## src/rtl/mem_wb_stage.sv

```systemverilog
`default_nettype none
// ============================================================================
//  Module      : mem_wb_stage
//  Description : Memory / write-back stage. Accepts one operation at a time
//                from execute, retires ALU results straight to the register
//                file, issues aligned load/store requests to memory and
//                extends load data back into the register file.
//  Revision    : 1.0 - initial release
// ============================================================================
module mem_wb_stage #(
  parameter int XLEN     = 32,
  parameter int REG_ID_W = 8,
  parameter bit ZERO_REG = 1'b1
) (
  input  logic                clk,
  input  logic                reset,
  // operation from execute
  input  logic                in_valid,
  output logic                in_ready,
  input  logic [1:0]          in_op,
  input  logic [1:0]          in_size,
  input  logic                in_unsigned,
  input  logic [XLEN-1:0]     in_addr,
  input  logic [XLEN-1:0]     in_wdata,
  input  logic [XLEN-1:0]     in_alu_result,
  input  logic [REG_ID_W-1:0] in_rd,
  // memory request
  output logic                mem_req_valid,
  input  logic                mem_req_ready,
  output logic                mem_req_write,
  output logic [XLEN-1:0]     mem_req_addr,
  output logic [XLEN-1:0]     mem_req_wdata,
  output logic [XLEN/8-1:0]   mem_req_be,
  // memory response
  input  logic                mem_rsp_valid,
  input  logic [XLEN-1:0]     mem_rsp_data,
  // register-file write port
  output logic [XLEN-1:0]     regs_data_out,
  output logic [REG_ID_W-1:0] regs_wr_id_out,
  output logic                regs_write_out,
  // status
  output logic                misalign_err,
  output logic                busy
);

  localparam int c_NB    = XLEN / 8;
  localparam int c_OFF_W = $clog2(c_NB);

  localparam logic [1:0] c_OP_NONE  = 2'd0;
  localparam logic [1:0] c_OP_ALU   = 2'd1;
  localparam logic [1:0] c_OP_LOAD  = 2'd2;
  localparam logic [1:0] c_OP_STORE = 2'd3;

  typedef enum logic [1:0] {
    ST_IDLE = 2'd0,
    ST_REQ  = 2'd1,
    ST_WAIT = 2'd2
  } state_t;

  state_t r_state;
  state_t w_state_nxt;

  // captured request / load context
  logic [XLEN-1:0]     r_req_addr;
  logic [XLEN-1:0]     r_req_wdata;
  logic [c_NB-1:0]     r_req_be;
  logic                r_req_write;
  logic [c_OFF_W-1:0]  r_off;
  logic [1:0]          r_size;
  logic                r_unsigned;
  logic [REG_ID_W-1:0] r_rd;

  // register-file port and status
  logic [XLEN-1:0]     r_regs_data;
  logic [REG_ID_W-1:0] r_regs_id;
  logic                r_regs_write;
  logic                r_misalign;

  // combinational helpers
  logic                w_accept;
  logic                w_is_mem;
  logic                w_misalign;
  logic                w_alu_rd_ok;
  logic                w_load_rd_ok;
  logic [c_OFF_W-1:0]  w_off;
  logic [c_NB-1:0]     w_be_mask;
  logic [c_NB-1:0]     w_be;
  logic [XLEN-1:0]     w_wdata_rep;
  logic [XLEN-1:0]     w_req_addr;
  logic [XLEN-1:0]     w_lane;
  logic                w_sign;
  logic [XLEN-1:0]     w_load_data;
  logic                w_rsp_take;

  assign w_accept   = in_valid && (r_state == ST_IDLE);
  assign w_is_mem   = (in_op == c_OP_LOAD) || (in_op == c_OP_STORE);
  assign w_off      = in_addr[c_OFF_W-1:0];
  assign w_req_addr = {in_addr[XLEN-1:c_OFF_W], {c_OFF_W{1'b0}}};
  assign w_be       = w_be_mask << w_off;
  assign w_rsp_take = (r_state == ST_WAIT) && mem_rsp_valid;

  // Register id 0 is hardwired when ZERO_REG is set: the op still retires
  // but no write is presented to the register file.
  assign w_alu_rd_ok  = !(ZERO_REG && (in_rd == '0));
  assign w_load_rd_ok = !(ZERO_REG && (r_rd == '0));

  // Alignment check; dword is illegal on a 32-bit datapath.
  always_comb begin
    w_misalign = 1'b0;
    case (in_size)
      2'd0:    w_misalign = 1'b0;
      2'd1:    w_misalign = in_addr[0];
      2'd2:    w_misalign = |in_addr[1:0];
      default: w_misalign = (XLEN == 32) ? 1'b1 : |in_addr[2:0];
    endcase
  end

  // Byte-enable mask for the access size before shifting into its lane.
  always_comb begin
    w_be_mask = '0;
    case (in_size)
      2'd0:    w_be_mask = c_NB'(1);
      2'd1:    w_be_mask = c_NB'(3);
      2'd2:    w_be_mask = c_NB'(15);
      default: w_be_mask = '1;
    endcase
  end

  // Replicate the low 2^size bytes of store data across the whole bus so the
  // memory can pick whichever lane the byte enables select.
  always_comb begin
    w_wdata_rep = '0;
    for (int b = 0; b < c_NB; b++) begin
      case (in_size)
        2'd0:    w_wdata_rep[b*8 +: 8] = in_wdata[7:0];
        2'd1:    w_wdata_rep[b*8 +: 8] = in_wdata[(b % 2)*8 +: 8];
        2'd2:    w_wdata_rep[b*8 +: 8] = in_wdata[(b % 4)*8 +: 8];
        default: w_wdata_rep[b*8 +: 8] = in_wdata[b*8 +: 8];
      endcase
    end
  end

  // Move the addressed lane to bit 0 and extend it to full width.
  always_comb begin
    w_lane = mem_rsp_data >> {r_off, 3'b000};
    w_sign = 1'b0;
    case (r_size)
      2'd0:    w_sign = w_lane[7];
      2'd1:    w_sign = w_lane[15];
      2'd2:    w_sign = w_lane[31];
      default: w_sign = w_lane[XLEN-1];
    endcase
    w_load_data = '0;
    for (int i = 0; i < XLEN; i++) begin
      if (i < (8 << r_size)) begin
        w_load_data[i] = w_lane[i];
      end else begin
        w_load_data[i] = w_sign & ~r_unsigned;
      end
    end
  end

  // State register.
  always_ff @(posedge clk or negedge reset) begin
    if (!reset) begin
      r_state <= ST_IDLE;
    end else begin
      r_state <= w_state_nxt;
    end
  end

  // Next-state logic.
  always_comb begin
    w_state_nxt = r_state;
    case (r_state)
      ST_IDLE: begin
        if (w_accept && w_is_mem && !w_misalign) begin
          w_state_nxt = ST_REQ;
        end
      end
      ST_REQ: begin
        if (mem_req_ready) begin
          w_state_nxt = r_req_write ? ST_IDLE : ST_WAIT;
        end
      end
      ST_WAIT: begin
        if (mem_rsp_valid) begin
          w_state_nxt = ST_IDLE;
        end
      end
      default: w_state_nxt = ST_IDLE;
    endcase
  end

  // Capture request context on acceptance; hold it steady through REQ/WAIT.
  always_ff @(posedge clk or negedge reset) begin
    if (!reset) begin
      r_req_addr  <= '0;
      r_req_wdata <= '0;
      r_req_be    <= '0;
      r_req_write <= 1'b0;
      r_off       <= '0;
      r_size      <= 2'd0;
      r_unsigned  <= 1'b0;
      r_rd        <= '0;
    end else if (w_accept && w_is_mem && !w_misalign) begin
      r_req_addr  <= w_req_addr;
      r_req_wdata <= w_wdata_rep;
      r_req_be    <= w_be;
      r_req_write <= (in_op == c_OP_STORE);
      r_off       <= w_off;
      r_size      <= in_size;
      r_unsigned  <= in_unsigned;
      r_rd        <= in_rd;
    end
  end

  // Register-file write pulses and the misalignment pulse; data/id hold
  // their previous value whenever no write is presented.
  always_ff @(posedge clk or negedge reset) begin
    if (!reset) begin
      r_regs_data  <= '0;
      r_regs_id    <= '0;
      r_regs_write <= 1'b0;
      r_misalign   <= 1'b0;
    end else begin
      r_regs_write <= 1'b0;
      r_misalign   <= 1'b0;
      if (w_accept) begin
        case (in_op)
          c_OP_ALU: begin
            if (w_alu_rd_ok) begin
              r_regs_write <= 1'b1;
              r_regs_data  <= in_alu_result;
              r_regs_id    <= in_rd;
            end
          end
          c_OP_LOAD, c_OP_STORE: begin
            if (w_misalign) begin
              r_misalign <= 1'b1;
            end
          end
          c_OP_NONE: ;
          default: ;
        endcase
      end
      if (w_rsp_take && w_load_rd_ok) begin
        r_regs_write <= 1'b1;
        r_regs_data  <= w_load_data;
        r_regs_id    <= r_rd;
      end
    end
  end

  assign in_ready       = (r_state == ST_IDLE);
  assign busy           = (r_state != ST_IDLE);
  assign mem_req_valid  = (r_state == ST_REQ);
  assign mem_req_write  = r_req_write;
  assign mem_req_addr   = r_req_addr;
  assign mem_req_wdata  = r_req_wdata;
  assign mem_req_be     = r_req_be;
  assign regs_data_out  = r_regs_data;
  assign regs_wr_id_out = r_regs_id;
  assign regs_write_out = r_regs_write;
  assign misalign_err   = r_misalign;

endmodule
`default_nettype wire

```

## config.mk

```make
export PLATFORM = sky130hd
export DESIGN_NAME = mem_wb_stage
export DESIGN_NICKNAME = d
export VERILOG_FILES = /design/src/rtl/mem_wb_stage.sv
export SDC_FILE = /design/constraint.sdc
export NUM_CORES = 1
export LEC_CHECK = 0
export BUFFER_PORTS_ARGS = -buffer_cell sky130_fd_sc_hd__buf_2
export CAP_MARGIN = 0
export CORE_MARGIN = 1
export CORE_UTILIZATION = 52
export DETAILED_ROUTE_END_ITERATION = 8
export PLACE_DENSITY = 0.87
export SYNTH_ARGS = -nofsm -noshare
export SYNTH_HDL_FRONTEND = slang
export SYNTH_SLANG_ARGS = --single-unit
export TNS_END_PERCENT = 50
```

## constraint.sdc

```tcl
create_clock -name clk -period 2.5 [get_ports clk]
set_clock_uncertainty 0.1 [all_clocks]
set_input_delay 0.25 -clock clk [delete_from_list [all_inputs] [get_ports clk]]
set_output_delay 0.25 -clock clk [all_outputs]
set_load 0.02 [all_outputs]
```

==> reports/results.tsv, run 1 <==
stage	metric	value	unit
outcome	status	finished clean	
yosys	Syn. warnings	0	
yosys	Synth Register Bits	124	
die	num rows	38	
clock_network	H-tree depth	4	
power	Pwr per Cell Area	1090	nW/um^2
cells_and_area	most common cell after layout, fill and taps aside	buf_2	
run	max cap viols	0	
sta	Worst-Margin Slew	0.913	ns
clock_network	post-CTS resize count	0	
power	combinational share of power	35.4	%
sta	setup violators final	0	
sta	Tmin final	2.32	ns
setup_path	worst path arrival time	2.52	ns
place	cell count after placement	936	
clock_network	CTS Buffer Depth	2	
die	Core Area	11000	sq um
global_routing	antenna violations before repair	0	
sta	Hold Fails Final Rpt	0	
power	Clk pwr share	29.6	%
global_routing	largest net degree at the start of global routing	77	
clock_network	TritonCTS clock tree	yes	
power	leakage power	4.24	nW
route	routed wire length	18.7	mm
place	port bufs	257	
setup_path	CP Class	register to register	
yosys	Unique masters post-synth	37	
route	DR vias	5736	
setup_path	critical path endpoint category	register	
cells_and_area	most frequent cells in the layout	256 x buf_2, 124 x dfrtp_1, 70 x nand2_1, 70 x a21oi_1	
place	GPL Wtd Cong	0.943	
min_path	WHS Path Cells	2	
cells_and_area	fin cells	1003	
cells_and_area	share of cells above drive strength 1	41.8	%
sta	Max Freq	430	MHz
route	post-DR vias/cell	5.72	
place	dpl hpwl	12.6	mm
cells_and_area	Area Growth Syn to Fin	41.3	%
global_routing	grt ovf	0	
setup_path	R2R cell count	4	
sta	hold_ws	0.0138	ns
cells_and_area	final core utilization	76.6	%
setup_path	critical path cell sequence	nor4_1 > a211o_1 > nor2_1 > a221oi_1	
power	Seq pwr share	35.0	%
power	Internal Dissipation	5.80	mW
clock_network	Sink Count	124	
clock_network	clk_lat worst skew	0.41	ns
clock_network	Setup Buffers After CTS	0	
global_routing	overall routing resource usage	32.3	%
die	die height	109	um
route	Antenna Nets Post-Route	0	
cells_and_area	fin nets	997	
sta	Final Cycle Share	92.9	%
cells_and_area	Fillers	712	
die	Die X-Extent	109	um
clock_network	total CTS buffers	17	
clock_network	clock root buffer	clkbuf_16	
setup_path	Slowest Stage Delay on Critical Path	0.62	ns
power	sw power	3.35	mW
yosys	Syn Inst Count	568	
die	Initial Util	54.2	%
route	DRT Pass-1 Iters	5	
sta	RSZ-0062 raised after global routing	no	
setup_path	CP Max Fanout	12	
setup_path	worst-path cell with the longest stage delay	nor4_1	
setup_path	worst path required time	2.69	ns
global_routing	vias in the first global route	5944	
route	DRC	0	
route	DR iter-0 viols	489	
die	die area	11900	sq um
yosys	Post-Syn Area	5960	sq um
route	drt wl/cell	18.7	um
cells_and_area	ant diodes	0	
power	VDD IR-drop max	641	uV
sta	Slew headroom	39.0	%
sta	post-route setup TNS	0	ns
power	switching share of power	36.6	%
setup_path	kind of start point of the critical path	register	
sta	Max Slew Vio Count	0	
min_path	HP Class	primary input to register	
global_routing	first-pass GRT wire length	29.0	mm
die	io pins	260	
clock_network	Reg clk slew, reported paths	0.06	ns
yosys	Seq/Total Area, Yosys	52.1	%
yosys	syn avg cell area	10.5	sq um
state kept, by name, summed over array words and instances (netlist names), 2 cells and up:
register        count
r_size              2
mem_req_addr       30
r_rd                8
regs_wr_id_out      8
mem_req_be          4
r_state             2
r_off               2
mem_req_wdata      32
regs_data_out      32
cells in the mapped netlist (all sizes together):
cell    instances  area, sq um
nor4bb          1         10.0
a211o           8         70.1
nand4b          1         8.76
nand2          70          263
nor4b           1         8.76
nor4            6         58.8
mux2i          41          414
o31ai           4         30.0
o211a           1         10.0
clkbuf         18         67.6
inv             3         11.3
dfrtp         124         3100
nor3b           1         12.5
buf            24          133
nor3            6         35.0
a211oi          1         12.5
nand2b          5         31.3
a22oi          18          135
o211ai          2         25.0
nor2b           9         56.3
o32ai           1         8.76
a221oi         15          131
mux2           54          608
or4             2         18.8
conb            1         3.75
a21oi          70          350
and2            1         6.26
nor2           54          203
o21ai          26          130
critical path, delay by kind of cell, from the launching register on:
family / cells / cell delay [ns]
compound gates: 2 / 0.86
simple gates: 2 / 0.84
flops: 1 / 0.41
per-layer routing:
| metal | up-vias | GRT usage (%) | part of all wire, % |
|---|---|---|---|
| met2 | 327 | 55.0 | 50 |
| met5 | - | 0 | 0 |
| met3 | 71 | 8.55 | 8.5 |
| li1 | 2592 | - | - |
| met4 | 0 | 18.1 | 4.2 |
| met1 | 2746 | 36.8 | 37 |
metrics by stage:
step                      instance area (sq um)  setup WS, ns  total power [mW]
after floorplan                            5960         0.763              5.15
after global placement                     7400         0.374              6.22
after detailed placement                   7400         0.221              6.36
after CTS                                  8410         0.205              9.13
after global routing                       8410        0.0572              9.61
final                                      8410         0.177              9.15
timing repair:
action,CTS,global route
hold buffers,36,0
endpoints found under the hold margin,85,0
setup endpoints to repair,0,0
power groups by stage:
stage | logic, mW | registers [mW] | clock network, mW
2_1_floorplan | 1.21 | 3.94 | 0
3_3_place_gp | 3.08 | 3.14 | 0
3_5_place_dp | 3.17 | 3.19 | 0
4_1_cts | 3.22 | 3.18 | 2.73
5_1_grt | 3.51 | 3.27 | 2.83
6_report | 3.24 | 3.20 | 2.71
worst paths after layout:
| path | start | endpoint | slack (ns) |
|---|---|---|---|
| worst max-delay path | r_rd[1] | regs_data_out[10] | 0.18 |
| worst min register to register | mem_req_wdata[11] | mem_req_wdata[11] | 0.38 |
| worst min-delay path | in_rd[1] | r_rd[1] | 0.01 |
| max in group asynchronous | reset | mem_req_wdata[27] | 1.29 |
| worst max register to register | r_rd[1] | regs_data_out[10] | 0.18 |
| min in group asynchronous | reset | regs_wr_id_out[0] | 0.34 |
cell families after synthesis:
kind of cell	synth area share [%]
mux	17.2
simple gates	12.0
compound gates	15.2
other cells	0.0630
buf+inv	3.55
flops	52.1
area by class of cell:
type / count / area, sq um / share of cell area [%]
clock inverters: 10 / 188 / 2.23
repair buffers: 305 / 1810 / 21.6
multi-input cells: 400 / 2660 / 31.6
flip-flops and latches: 124 / 3100 / 36.9
well taps: 140 / 175 / 2.08
inverters: 3 / 11.3 / 0.134
clock buffers: 21 / 460 / 5.47
Note: power is estimated with default switching activity, not from simulation.
==> run 2, diff against run 1 <==
Settings changed: BUFFER_PORTS_ARGS -buffer_cell sky130_fd_sc_hd__buf_2 to unset, DONT_BUFFER_PORTS set to 1, PLACE_DENSITY 0.87 to 0.7.
Clock period 2.5 ns to 1.87 ns, I/O delays scaled along.
==> run 2 against run 1 <==
  * The run now ends with negative hold slack left
  * Wire length is 6.5% lower
  * Utilization is 2.0 points lower
  * First-iteration DRC count is 2.5% lower
==> reports/results.tsv, run 2 (synthesis results as in run 1) <==
stage	metric	value	unit	change
die	Core Area	11000	sq um	unchanged
outcome	status	finished, violations left		
die	die area	11900	sq um	unchanged
clock_network	Reg clk slew, reported paths	0.06	ns	about the same
place	port bufs	0		-100%
clock_network	clk_lat worst skew	0.41	ns	about the same
power	Pwr per Cell Area	1370	nW/um^2	+26%
place	placed inst area	6260	sq um	-15%
global_routing	grt ovf	0		unchanged
power	VDD IR-drop max	986	uV	+54%
route	DRC	0		unchanged
setup_path	kind of start point of the critical path	register		
cells_and_area	Area Growth Syn to Fin	37.6	%	
setup_path	CP Class	register to register		
clock_network	CTS Buffer Depth	2		unchanged
cells_and_area	most common cell after layout, fill and taps aside	dlygate4sd3_1		
cells_and_area	final core utilization	74.6	%	-2.0 points
global_routing	overall routing resource usage	29.0	%	-3.3 points
sta	RSZ-0062 raised after global routing	yes		
place	GPL Wtd Cong	0.869		-7.8%
setup_path	worst path required time	2.05	ns	-0.64 ns
route	routed wire length	17.5	mm	-6.5%
setup_path	critical path endpoint category	register		
cells_and_area	most frequent cells in the layout	128 x dlygate4sd3_1, 124 x dfrtp_1, 70 x nand2_1, 70 x a21oi_1		
route	Antenna Nets Post-Route	0		unchanged
die	num rows	38		unchanged
place	dpl hpwl	10.6	mm	-16%
cells_and_area	share of cells above drive strength 1	17.3	%	-24 points
route	post-DR vias/cell	5.98		+4.7%
sta	Final Cycle Share	97.1	%	+4.2 points
sta	Max Freq	551	MHz	+28%
die	die height	109	um	unchanged
sta	setup violators final	0		unchanged
sta	Tmin final	1.82	ns	-0.507 ns
setup_path	R2R cell count	6		+2
outcome	failing checks	negative hold slack		
global_routing	antenna violations before repair	0		unchanged
sta	hold_ws	-0.627	ns	-0.640 ns
sta	Hold Fails Final Rpt	124		+124
place	cell count after placement	695		-26%
setup_path	worst path arrival time	1.99	ns	-0.53 ns
cells_and_area	ant diodes	0		unchanged
setup_path	CP Max Fanout	8		-4
min_path	HP Class	primary input to asynchronous set/reset pin		
die	Die X-Extent	109	um	unchanged
global_routing	vias in the first global route	5166		-13%
route	DRT Pass-1 Iters	7		+2
clock_network	H-tree depth	4		unchanged
die	io pins	260		unchanged
run	max cap viols	0		unchanged
cells_and_area	fin cells	855		-15%
clock_network	clock root buffer	clkbuf_16		
global_routing	largest net degree at the start of global routing	125		+62%
clock_network	total CTS buffers	17		unchanged
clock_network	hold buffers post-CTS	129		+260%
route	DR vias	5117		-11%
die	Initial Util	54.2	%	unchanged
sta	Max Slew Vio Count	0		unchanged
power	leakage power	3.67	nW	-13%
clock_network	Sink Count	124		unchanged
route	drt wl/cell	20.5	um	+9.7%
cells_and_area	fin nets	849		-15%
route	DR iter-0 viols	477		-2.5%
clock_network	TritonCTS clock tree	yes		
global_routing	first-pass GRT wire length	26.1	mm	-9.9%
cells_and_area	Post-Layout Inst Area	8200	sq um	-2.6%
sta	Slew headroom	23.1	%	-16 points
sta	Worst-Margin Slew	1.15	ns	+0.242 ns
sta	post-route setup TNS	0	ns	unchanged
## run 2: worst max-delay path: stages, from the launching register on
cell	delay [ns]
dfrtp_1	0.41
nor4_2	0.33
buf_4	0.17
a211oi_4	0.06
buf_4	0.17
a221oi_1	0.35
nor2_1	0.10
## run 2: final timing paths
path	startpoint	slack, ns	to
setup reg to reg	r_rd[4]	0.05	regs_wr_id_out[2]
hold reg to reg	r_rd[0]	0.44	regs_wr_id_out[0]
max in group asynchronous	reset	2.13	mem_req_wdata[16]
setup / recovery	r_rd[4]	0.05	regs_wr_id_out[2]
min in group clk	mem_rsp_data[17]	0.01	regs_data_out[1]
hold / removal	reset	-0.63	regs_data_out[27]
## run 2: what timing repair did
item / CTS / global route
resized for setup: 0 / 5
endpoints found under the hold margin: 247 / 124
buffers inserted: 0 / 0
endpoints found under the setup margin: 0 / 47
## run 2: layer usage
| metal | vias to the layer above | GRT usage, % | routed length [um] |
|---|---|---|---|
| met5 | - | 0 | 0 |
| met4 | 0 | 14.0 | 466 |
| met3 | 43 | 9.26 | 1540 |
| met2 | 279 | 50.0 | 9050 |
| met1 | 2501 | 32.4 | 6450 |
| li1 | 2294 | - | - |
## run 2: metrics by stage
stage | worst slack, ns | power [mW]
after floorplan | 0.133 | 6.88
after global placement | 0.101 | 7.39
after detailed placement | 0.0433 | 7.51
after CTS | 0.0454 | 11.2
after global routing | -0.0200 | 11.7
final | 0.0540 | 11.2
## run 2: power by group
part	internal, mW	total [mW]	switching (mW)	leakage, nW
Combinational	1.21	2.30	1.08	1.87
Clock	2.23	3.42	1.19	0.295
Sequential	3.64	5.52	1.88	1.51
Total	7.09	11.2	4.15	3.67
## run 2: layout make-up
type / count / area [sq um]
Timing Repair Buffer: 157 / 1610
Multi-Input combinational cell: 400 / 2680
Inverter: 3 / 11.3
Clock buffer: 22 / 484
Fill cell: 698 / 2790
Sequential cell: 124 / 3100
Tap cell: 140 / 175
Clock inverter: 9 / 135
==> run 3, diff against run 2 <==
Settings changed: BUFFER_PORTS_ARGS set to -buffer_cell sky130_fd_sc_hd__buf_2, CORE_MARGIN 1 to 10, CORE_UTILIZATION 52 to 43, DONT_BUFFER_PORTS 1 to unset, PLACE_DENSITY 0.7 to 0.76.
==> run 3 against run 2 <==
  * Cell area grew 14%
  * Worst hold slack gained 0.63 ns
  * The flow finishes with violations (negative setup slack)
  * Clock-buffer cell count shrank 1
  * Utilization shrank 5.1 points
  * Highest routed layer is now met5
  * Critical path type is now primary input to register
==> reports/results.tsv, run 3 (synthesis results as in run 1) <==
stage	metric	value	unit	change
sta	Final Cycle Share	103	%	+5.8 points
clock_network	total CTS buffers	17		unchanged
sta	Tmin final	1.92	ns	+0.108 ns
clock_network	clk_lat worst skew	0.41	ns	about the same
die	io pins	260		unchanged
die	die area	19000	sq um	+60%
route	drt wl/cell	20.9	um	+2.1%
sta	RSZ-0062 raised after global routing	yes		
sta	post-route setup TNS	-0.0822	ns	-0.0822 ns
min_path	HP Class	primary input to register		
power	switching share of power	36.6	%	-0.30 points
setup_path	R2R cell count	6		unchanged
route	DR vias	6080		+19%
min_path	min-delay src	in_rd[5]		
sta	Max Slew Vio Count	0		unchanged
die	die height	138	um	+26%
setup_path	worst path arrival time	2.08	ns	+0.09 ns
sta	Max Freq	520	MHz	-5.6%
cells_and_area	share of cells above drive strength 1	42.9	%	+26 points
global_routing	antenna violations before repair	2		+2
run	max cap viols	0		unchanged
global_routing	vias in the first global route	6314		+22%
setup_path	worst path required time	2.02	ns	-0.03 ns
power	combinational share of power	37.4	%	+17 points
setup_path	CP Buf/Inv Count	3		+1
setup_path	reg2reg setup slack	-0.03	ns	-0.08 ns
global_routing	largest net degree at the start of global routing	66		-47%
cells_and_area	Fillers	954		+37%
die	num rows	42		+11%
setup_path	CP top delay family	buffers and inverters		
clock_network	Reg clk slew, reported paths	0.05	ns	about the same
min_path	WHS Path Cells	3		
die	Die X-Extent	138	um	+26%
setup_path	CP Class	primary input to register		
setup_path	kind of start point of the critical path	primary input		
global_routing	overall routing resource usage	23.8	%	-5.2 points
route	routed wire length	23.2	mm	+33%
cells_and_area	most common cell after layout, fill and taps aside	buf_2		
power	sw power	4.71	mW	+13%
power	Pwr per Cell Area	1380	nW/um^2	+0.64%
clock_network	Sink Count	124		unchanged
sta	setup violators final	2		+2
clock_network	H-tree depth	4		unchanged
min_path	WHS Endpoint	regs_wr_id_out[5]		
place	dpl hpwl	15.6	mm	+47%
route	DRT Pass-1 Iters	5		-2
route	Antenna Nets Post-Route	0		unchanged
route	DRC	0		unchanged
cells_and_area	Area Growth Syn to Fin	56.4	%	
setup_path	critical path cell sequence	dlygate4sd3_1 > buf_2 > or4_4 > o211a_1 > buf_12 > a21oi_1 > a221oi_1		
sta	final setup margin	-0.0539	ns	-0.108 ns
power	Clk pwr share	29.4	%	-1.0 points
route	post-DR vias/cell	5.48		-8.5%
power	leakage power	4.62	nW	+26%
setup_path	Slowest Stage Delay on Critical Path	0.55	ns	+0.14 ns
die	Initial Util	44.4	%	-9.8 points
outcome	status	finished, violations left		
clock_network	TritonCTS clock tree	yes		
route	DR iter-0 viols	433		-9.2%
cells_and_area	most frequent cells in the layout	256 x buf_2, 124 x dfrtp_1, 84 x dlygate4sd3_1		
place	port bufs	257		+257
setup_path	FF-to-FF End	regs_data_out[14]		
power	VDD IR-drop max	1010	uV	+2.0%
setup_path	critical path endpoint category	register		
outcome	failing checks	negative setup slack		
power	Tot Pwr	12.9	mW	+14%
power	Seq pwr share	33.3	%	-16 points
setup_path	Reg-to-Reg Start	r_state[1]		
clock_network	CTS Buffer Depth	2		unchanged
global_routing	grt ovf	0		unchanged
clock_network	clock root buffer	clkbuf_16		
setup_path	worst-path cell with the longest stage delay	dlygate4sd3_1		
die	Core Area	13400	sq um	+22%
setup_path	CP Max Fanout	32		+24
sta	Hold Fails Final Rpt	0		-100%
place	GPL Wtd Cong	0.866		-0.32%
global_routing	first-pass GRT wire length	34.9	mm	+34%
power	Internal Dissipation	8.15	mW	+15%
cells_and_area	fin nets	1066		+26%
clock_network	Setup Buffers After CTS	0		unchanged
[run 3: what timing repair did]
item | in CTS | in global routing
gates resized for setup | 2 | 16
pin swaps | 0 | 3
hold endpoints to repair | 213 | 0
hold buffers | 84 | 0
setup endpoints to repair | 8 | 28
[run 3: routing by layer]
layer / vias up / share of wire, % / wire length (um) / track usage, %
li1: 2733 / - / - / -
met1: 2920 / 37 / 8600 / 26.9
met2: 375 / 48 / 11200 / 39.5
met3: 50 / 12 / 2760 / 9.61
met4: 2 / 2.7 / 635 / 9.44
met5: - / 0.030 / 7 / 0
[run 3: worst reg2reg max path, delay by kind of cell (launching register included)]
kind,cells,cell delay (ns)
buffers and inverters,2,0.38
AND/OR/NAND/NOR,1,0.26
flip-flops,1,0.42
AO/OA/AOI/OAI,3,0.63
[run 3: area by class of cell]
cell class                 instances  area [sq um]  share of cell area (%)
clock inverter                    11           214                    2.30
sequential                       124          3100                    33.3
antenna                            1          2.50                  0.0269
multi-input combinational        400          2750                    29.5
inverter                           3          11.3                   0.121
tap                              176           220                    2.36
clock buffer                      21           460                    4.94
timing repair buffer             374          2550                    27.4
[run 3: power by group through the flow]
stage	clock network, mW	logic, mW	registers (mW)
after CTS	3.82	4.70	4.24
final	3.78	4.81	4.28
after floorplan	0	1.62	5.26
after global routing	3.93	5.15	4.38
after global placement	0	4.44	4.23
after detailed placement	0	4.55	4.26
[run 3: worst max path at each step]
stage	cells after the start	start	to	slack [ns]
after detailed placement	5	r_rd[5]	regs_data_out[9]	-0.07
after floorplan	5	r_off[0]	regs_data_out[19]	0.13
after global placement	5	r_rd[5]	regs_data_out[11]	-0.03
after global routing	6	r_state[1]	regs_data_out[14]	-0.19
after CTS	7	r_state[1]	regs_wr_id_out[5]	-0.03
final	7	in_rd[7]	regs_data_out[14]	-0.05
[run 3: stage by stage]
step           hold WS (ns)  worst slack (ns)  instances  cell area (sq um)  util [%]
3_5_place_dp         -0.105           -0.0698        993               7710      57.5
2_1_floorplan        -0.209             0.133        569               5960         -
6_report            0.00132           -0.0539       1110               9320      69.5
3_3_place_gp         -0.106           -0.0344        993               7710      57.5
4_1_cts           0.0000932           -0.0340       1109               9230      68.9
5_1_grt             0.00618            -0.188       1110               9320      69.5
